`src/rtl/cpu_pkg.sv`:
```
// Shared CPU definitions: register file geometry defaults and ALU SELECT opcodes.
// Pure declarations, no timing; no flow control.
package cpu_pkg;

    localparam int DATA_WIDTH_DEF = 8;
    localparam int ADDR_WIDTH_DEF = 3;

    typedef enum logic [2:0] {
        FORWARD = 3'd0,
        ADD     = 3'd1,
        AND     = 3'd2,
        OR      = 3'd3
    } alu_sel_t;

    // Reference ALU behaviour; anything not in the opcode set yields zero.
    function automatic logic [DATA_WIDTH_DEF-1:0] alu_eval(
        input alu_sel_t                  sel,
        input logic [DATA_WIDTH_DEF-1:0] data1,
        input logic [DATA_WIDTH_DEF-1:0] data2
    );
        logic [DATA_WIDTH_DEF-1:0] res;
        res = '0;
        case (sel)
            FORWARD: res = data2;
            ADD:     res = data1 + data2;
            AND:     res = data1 & data2;
            OR:      res = data1 | data2;
            default: res = '0;
        endcase
        return res;
    endfunction

endpackage

```
`src/rtl/reg_cell.sv`:
```
// One register-file entry: DATA_WIDTH flop with synchronous clear and load enable.
// Latency: loaded value appears one cycle after the edge; clear beats load; no backpressure.
module reg_cell
    import cpu_pkg::*;
#(
    parameter int DATA_WIDTH = DATA_WIDTH_DEF
) (
    input  logic                  clk,
    input  logic                  clear,
    input  logic                  load,
    input  logic [DATA_WIDTH-1:0] d,
    output logic [DATA_WIDTH-1:0] q
);

    always_ff @(posedge clk) begin
        if (clear) begin
            q <= '0;
        end else if (load) begin
            q <= d;
        end
    end

endmodule

```
`src/rtl/reg_file.sv`:
```
// 2**ADDR_WIDTH-entry register file, one write port and two combinational read ports.
// Latency: writes visible the cycle after the edge; REG_FILE_BYPASS_EN forwards IN same-cycle; no backpressure.
module reg_file
    import cpu_pkg::*;
#(
    parameter int DATA_WIDTH = DATA_WIDTH_DEF,
    parameter int ADDR_WIDTH = ADDR_WIDTH_DEF
) (
    input  logic                  CLK,
    input  logic                  RESET,
    input  logic [DATA_WIDTH-1:0] IN,
    input  logic [ADDR_WIDTH-1:0] INADDRESS,
    input  logic                  WRITE,
    input  logic [ADDR_WIDTH-1:0] OUT1ADDRESS,
    input  logic [ADDR_WIDTH-1:0] OUT2ADDRESS,
    output logic [DATA_WIDTH-1:0] REGOUT1,
    output logic [DATA_WIDTH-1:0] REGOUT2
);

    localparam int NUM_REGS = 1 << ADDR_WIDTH;

    logic [NUM_REGS-1:0]   load;
    logic [DATA_WIDTH-1:0] regs [NUM_REGS];

    always_comb begin
        load = '0;
        for (int i = 0; i < NUM_REGS; i++) begin
            if (WRITE && (INADDRESS == ADDR_WIDTH'(i))) begin
                load[i] = 1'b1;
            end
        end
    end

    // RESET drives every cell's clear, so a concurrent write is simply lost.
    for (genvar g = 0; g < NUM_REGS; g++) begin : g_cell
        reg_cell #(
            .DATA_WIDTH(DATA_WIDTH)
        ) u_cell (
            .clk  (CLK),
            .clear(RESET),
            .load (load[g]),
            .d    (IN),
            .q    (regs[g])
        );
    end

`ifdef REG_FILE_BYPASS_EN
    logic bypass_en;
    assign bypass_en = WRITE && !RESET;

    always_comb begin
        REGOUT1 = regs[OUT1ADDRESS];
        REGOUT2 = regs[OUT2ADDRESS];
        if (bypass_en && (OUT1ADDRESS == INADDRESS)) begin
            REGOUT1 = IN;
        end
        if (bypass_en && (OUT2ADDRESS == INADDRESS)) begin
            REGOUT2 = IN;
        end
    end
`else
    always_comb begin
        REGOUT1 = regs[OUT1ADDRESS];
        REGOUT2 = regs[OUT2ADDRESS];
    end
`endif

endmodule

```
`config.mk`:
```
export PLATFORM = sky130hd
export DESIGN_NAME = reg_file
export DESIGN_NICKNAME = d
export VERILOG_FILES = /design/src/rtl/cpu_pkg.sv /design/src/rtl/reg_cell.sv /design/src/rtl/reg_file.sv
export SDC_FILE = /design/constraint.sdc
export NUM_CORES = 1
export LEC_CHECK = 0
export CAP_MARGIN = 40
export CORE_MARGIN = 2
export CORE_UTILIZATION = 25
export DETAILED_ROUTE_END_ITERATION = 6
export PLACE_DENSITY = 0.53
export SLEW_MARGIN = 25
export SYNTH_ARGS = -nofsm -noshare
export SYNTH_HDL_FRONTEND = slang
export SYNTH_SLANG_ARGS = --single-unit
export TNS_END_PERCENT = 1
```
`constraint.sdc`:
```
create_clock -name CLK -period 2 [get_ports CLK]
set_input_delay 0.3 -clock CLK [delete_from_list [all_inputs] [get_ports CLK]]
set_output_delay 0.3 -clock CLK [all_outputs]
set_load 0.01 [all_outputs]
```
==> impl_metrics.py, run 1 <==
metrics = {
    "run_status": {
        "status": "finished, final reports clean",
    },
    "floorplan": {
        "core.rowCount": 43,
        "die_area_um2": 14800,
        "ios": 36,
        "die_h_um": 122,
        "fp.coreArea_um2": 13700,
        "initial_utilization": 0.253,
        "fp.dieW_um": 122,
    },
    "drt": {
        "vias_per_cell": 4.84,
        "antenna_left": 0,
        "drt_first_iter_violations": 185,
        "num_vias": 2704,
        "routedWlPerCell_um": 18.4,
        "finalWirelength_um": 10300,
        "dr.pass1.iters": 4,
        "drc": 0,
    },
    "worst_setup_path": {
        "endpoint_kind": "output port",
        "worstPathMaxFanout": 8,
        "reg2reg_from": "g_cell[7].u_cell.q[3]$_SDFFE_PP0P_",
        "path_class": "input pin to output port",
        "cp_slowest_cell": "mux4_2",
        "worst_ep_arrival_time_ns": 1.68,
        "r2r-end": "g_cell[7].u_cell.q[3]$_SDFFE_PP0P_",
        "rr_worst_depth": 2,
        "required_ns": 1.70,
        "crit_chain": "clkdlybuf4s15_2 -> buf_12 -> buf_6 -> mux4_2 -> mux2_4 -> buf_2",
        "reg2reg_slack_ns": 1.35,
        "cp-start-kind": "input pin",
        "critPathMaxStageDelay_ns": 0.49,
    },
    "clocking": {
        "cts-root-buf": "clkbuf_16",
        "ctsHoldBuffers": 0,
        "htreeDepth": 3,
        "clk_latency_ns": 0.31,
        "clock_path_buffers": 2,
        "tritoncts": "done",
        "cts_buffers": 9,
        "clkTransAtPathRegs_ns": 0.06,
        "cts.sink_count": 64,
    },
    "place": {
        "gp_congestion": 0.734,
        "port_buffers": 35,
        "place_inst": 533,
        "hpwl_um": 6560,
    },
    "global_route": {
        "grt_max_degree": 65,
        "first_global_vias": 2750,
        "gr-total-overflow": 0,
        "track_usage": 0.147,
        "grt_pass1_wl_um": 16000,
        "antenna_found_initial": 0,
    },
    "timing": {
        "tns_ns": 0,
        "relSlewSlack": 0.726,
        "max_freq_mhz": 504,
        "setup_viol": 0,
        "worstMarginPinSlew_ns": 0.410,
        "hold_viol_final": 0,
        "period_needed_ns": 1.98,
        "drv_slew": 0,
        "rsz0062_at_grt": "yes",
        "fin_crit_sh": 0.992,
        "clock_skew_ns": 0,
    },
    "hold_path": {
        "min_path_type": "input pin to flip-flop",
        "hold_depth": 3,
        "hold_end": "g_cell[4].u_cell.q[5]$_SDFFE_PP0P_",
        "hp-start": "RESET",
    },
    "synth": {
        "yosysWarnings": 0,
        "syn_avg_cell_area_um2": 10.5,
        "synth_seq_cells": 64,
        "synth.distinct_cells": 21,
        "netlist_area_um2": 3460,
        "synth_nets": 350,
        "yosysSeqAreaShare": 0.370,
        "syn_inst": 330,
    },
    "power_and_ir_drop": {
        "total_power_mw": 3.17,
        "power.leakage_nw": 1.63,
        "vdd_drop_max_mv": 0.407,
        "powerDensity_nw_per_um2": 719,
    },
    "finish": {
        "num_antenna_cells": 0,
        "num-fill-cells": 1415,
        "final-instance-count-excl-fill": 559,
        "largest_reg_flops": 64,
        "drive_gt1_frac": 0.296,
        "fin_util": 0.322,
        "top_register": "g_cell.u_cell.q",
        "top_regs": "g_cell.u_cell.q x64",
        "syn_to_final_growth_pct": 27.4,
        "final_nets": 394,
    },
    "run": {
        "max_cap_viol_count": 0,
    },
}
power by group:
group / internal, mW / leakage (nW) / switching [mW] / total (mW)
sequential: 1.30 / 0.518 / 0.0210 / 1.32
combinational: 0.189 / 0.968 / 0.179 / 0.369
clock: 0.938 / 0.139 / 0.539 / 1.48
cells in the mapped netlist:
master	number	area share
buf_2	8	0.012
clkbuf_1	20	0.022
mux4_1	27	0.20
a21oi_1	40	0.058
mux2_2	16	0.052
nor4bb_1	3	0.0087
and4_1	1	0.0025
nand2_1	80	0.087
clkbuf_8	2	0.0079
nand4_1	1	0.0018
nor2_1	24	0.026
nor4b_2	1	0.0043
buf_1	2	0.0022
or4b_1	1	0.0029
mux4_2	5	0.033
buf_12	2	0.012
and4b_1	3	0.0087
dfxtp_1	64	0.37
mux2i_1	24	0.069
nand4b_1	3	0.0076
buf_6	3	0.0098
logic make-up after synthesis:
kind of cell           Yosys count  synth area share
and+or+nand+nor                117             0.149
AOI/OAI and AO/OA               40            0.0578
buffers and inverters           37            0.0646
DFF                             64             0.370
muxes                           72             0.359
repair_timing:
item	CTS	global route
setup buffers	9	0
cloned	1	0
gates resized for setup	82	19
hold endpoints to repair	0	0
endpoints found under the setup margin	16	15
cell usage in the layout, fill, tap and decap left out, types with 2 or more instances in the layout:
| cell type | count |
|---|---|
| nand2_1 | 80 |
| mux2i_1 | 24 |
| clkbuf_16 | 9 |
| buf_12 | 6 |
| buf_4 | 27 |
| a21oi_1 | 40 |
| buf_2 | 6 |
| dfxtp_1 | 64 |
| clkbuf_8 | 3 |
| mux2_4 | 8 |
| clkdlybuf4s15_2 | 7 |
| nand4b_1 | 3 |
| nor2_1 | 24 |
| and4b_1 | 3 |
| clkbuf_1 | 2 |
| clkdlybuf4s50_1 | 14 |
| buf_6 | 5 |
| clkbuf_2 | 4 |
| mux4_2 | 22 |
| mux2_2 | 8 |
| mux4_1 | 10 |
| nor4bb_2 | 3 |
metrics by stage:
step | instance area [µm²] | setup slack, ns | hold WS (ns)
floorplan | 3460 | 0.307 | 0.440
global placement | 4080 | -0.689 | 0.452
detailed placement | 4080 | -0.693 | 0.458
CTS | 4450 | -0.0572 | 0.450
global route | 4410 | -0.0265 | 0.459
finish | 4410 | 0.0166 | 0.441
layout make-up:
cell class / count / area, µm² / share of cell area
repair buffers: 70 / 676 / 0.153
multi-input cells: 229 / 1940 / 0.441
flip-flops and latches: 64 / 1280 / 0.290
well taps: 180 / 225 / 0.0510
clock inverters: 2 / 12.5 / 0.00284
clock buffers: 14 / 274 / 0.0621
worst max-delay path by stage:
| stage | slack, ns | endpoint | startpoint | cells past startpoint |
|---|---|---|---|---|
| finish | 0.02 | REGOUT1[5] | OUT1ADDRESS[2] | 6 |
| global route | -0.03 | REGOUT1[5] | OUT1ADDRESS[2] | 6 |
| CTS | -0.06 | REGOUT1[1] | OUT1ADDRESS[2] | 6 |
| detailed placement | -0.69 | REGOUT2[1] | OUT2ADDRESS[2] | 5 |
| global placement | -0.69 | REGOUT1[4] | OUT1ADDRESS[2] | 5 |
| floorplan | 0.31 | REGOUT1[6] | OUT1ADDRESS[0] | 4 |
worst max-delay path: cells and delay by family:
family / cells / cell delay [ns]
multiplexers: 2 / 0.79
buffers and inverters: 4 / 0.59
per-layer routing:
layer | global-route usage | wire length (µm) | vias to the layer above
met4 | 0.0474 | 168 | 0
met2 | 0.237 | 4810 | 83
met5 | 0 | 0 | -
met3 | 0.0365 | 611 | 16
li1 | - | - | 1267
met1 | 0.195 | 4680 | 1338
Note: power is estimated with default switching activity, not from simulation.
==> inputs of run 2 (changes only) <==
SKIP_LAST_GASP = 1   (was unset)
==> impl_metrics.py, run 2 (same netlist as run 1, synthesis figures left out) <==
metrics = {
    "run_status": {
        "status": "complete, but fails checks",
        "violations": "setup timing",
    },
    "worst_setup_path": {
        "crit_buf_inv": 1,
        "endpoint_kind": "output port",
        "worst_ep_arrival_time_ns": 1.71,
        "crit_chain": "mux4_1 -> mux2_2 -> clkdlybuf4s15_1",
        "cp_top_family": "multiplexers",
        "critPathMaxStageDelay_ns": 0.51,
        "cp-start-kind": "flip-flop",
        "path_class": "flip-flop to output port",
        "required_ns": 1.70,
        "worstPathMaxFanout": 3,
        "cp_slowest_cell": "mux4_1",
    },
    "global_route": {
        "antenna_found_initial": 0,
        "grt_max_degree": 65,
        "first_global_vias": 2746,
        "grt_pass1_wl_um": 15900,
        "track_usage": 0.146,
        "gr-total-overflow": 0,
    },
    "timing": {
        "relSlewSlack": 0.720,
        "layout_setup_ws_ns": -0.0132,
        "drv_slew": 0,
        "clock_skew_ns": 0,
        "fin_crit_sh": 1.01,
        "max_freq_mhz": 497,
        "rsz0062_at_grt": "yes",
        "setup_viol": 3,
        "hold_viol_final": 0,
        "period_needed_ns": 2.01,
        "worstMarginPinSlew_ns": 0.420,
    },
    "clocking": {
        "clkTransAtPathRegs_ns": 0.05,
        "cts.sink_count": 64,
        "cts_buffers": 9,
        "ctsHoldBuffers": 0,
        "htreeDepth": 3,
        "clock_path_buffers": 2,
        "clk_latency_ns": 0.32,
        "tritoncts": "done",
        "cts-root-buf": "clkbuf_16",
    },
    "finish": {
        "num_antenna_cells": 0,
        "largest_reg_flops": 64,
        "mostFrequentLayoutCell": "nand2_1",
        "top_register": "g_cell.u_cell.q",
        "drive_gt1_frac": 0.266,
        "design_area_um2": 4400,
        "multiInputGateArea_um2": 1940,
        "final-instance-count-excl-fill": 559,
        "mostFrequentLayoutCells": "nand2_1 (80), dfxtp_1 (64), a21oi_1 (40)",
        "seqCellArea_um2": 1280,
        "final_nets": 394,
        "top_regs": "g_cell.u_cell.q x64",
        "syn_to_final_growth_pct": 27.0,
        "num-fill-cells": 1409,
    },
    "place": {
        "place_inst": 533,
        "port_buffers": 35,
        "gp_congestion": 0.734,
        "post_dp_cell_area_um2": 4080,
        "hpwl_um": 6560,
    },
    "floorplan": {
        "core.rowCount": 43,
        "fp.dieW_um": 122,
        "die_area_um2": 14800,
        "fp.coreArea_um2": 13700,
        "ios": 36,
        "die_h_um": 122,
        "initial_utilization": 0.253,
    },
    "drt": {
        "antenna_left": 0,
        "num_vias": 2718,
        "routedWlPerCell_um": 18.1,
        "dr.pass1.iters": 5,
        "drt_first_iter_violations": 193,
        "vias_per_cell": 4.86,
        "finalWirelength_um": 10100,
        "drc": 0,
    },
    "power_and_ir_drop": {
        "powerDensity_nw_per_um2": 719,
        "power.leakage_nw": 1.64,
        "vdd_drop_max_mv": 0.386,
        "total_power_mw": 3.16,
    },
    "hold_path": {
        "min_path_type": "input pin to flip-flop",
    },
    "run": {
        "max_cap_viol_count": 0,
    },
}
==> run 2: tightest hold or removal path, stage by stage <==
cell and delay, ns:
buf_2 0.12, buf_12 0.19, nor2_1 0.12
==> run 2: per-layer routing <==
layer	global-route usage	wire, µm	vias up	share of wire
li1	-	-	1272	-
met1	0.193	4560	1328	0.45
met4	0.0417	145	0	0.014
met3	0.0375	749	13	0.074
met2	0.236	4670	105	0.46
met5	0	0	-	0
==> run 2: final timing paths <==
kind,from,slack [ns],endpoint,cells after the start
max,g_cell[6].u_cell.q[0]$_SDFFE_PP0P_,-0.01,REGOUT2[0],3
min,RESET,0.44,g_cell[4].u_cell.q[5]$_SDFFE_PP0P_,3
max reg2reg,g_cell[7].u_cell.q[3]$_SDFFE_PP0P_,1.34,g_cell[7].u_cell.q[3]$_SDFFE_PP0P_,2
min reg2reg,g_cell[5].u_cell.q[6]$_SDFFE_PP0P_,0.46,g_cell[5].u_cell.q[6]$_SDFFE_PP0P_,2
==> run 2: final cells by class <==
type,instances,share of cell area
clock buffer,14,0.0623
clock inverter,2,0.00284
multi-input combinational,229,0.441
sequential,64,0.291
tap,180,0.0512
timing repair buffer,70,0.152
==> run 2: report_power, final <==
group	total [mW]	switching [mW]	internal, mW	leakage [nW]
sequential	1.32	0.0208	1.30	0.518
clock	1.48	0.538	0.938	0.139
combinational	0.362	0.177	0.186	0.988
total	3.16	0.735	2.43	1.64
==> run 2: stage by stage <==
step | hold slack [ns] | util | setup TNS (ns) | worst slack (ns)
after CTS | 0.450 | 0.324 | -0.709 | -0.0829
after floorplan | 0.440 | - | 0 | 0.307
after global routing | 0.459 | 0.321 | -0.363 | -0.0454
after detailed placement | 0.458 | 0.297 | -10.36 | -0.693
final | 0.440 | 0.321 | -0.0248 | -0.0132
after global placement | 0.452 | 0.297 | -10.27 | -0.689
==> run 2: repair_timing <==
action | 4_1_cts | 5_1_grt
setup endpoints to repair | 16 | 16
buffers inserted | 9 | 0
resized for setup | 54 | 27
gates cloned | 1 | 0
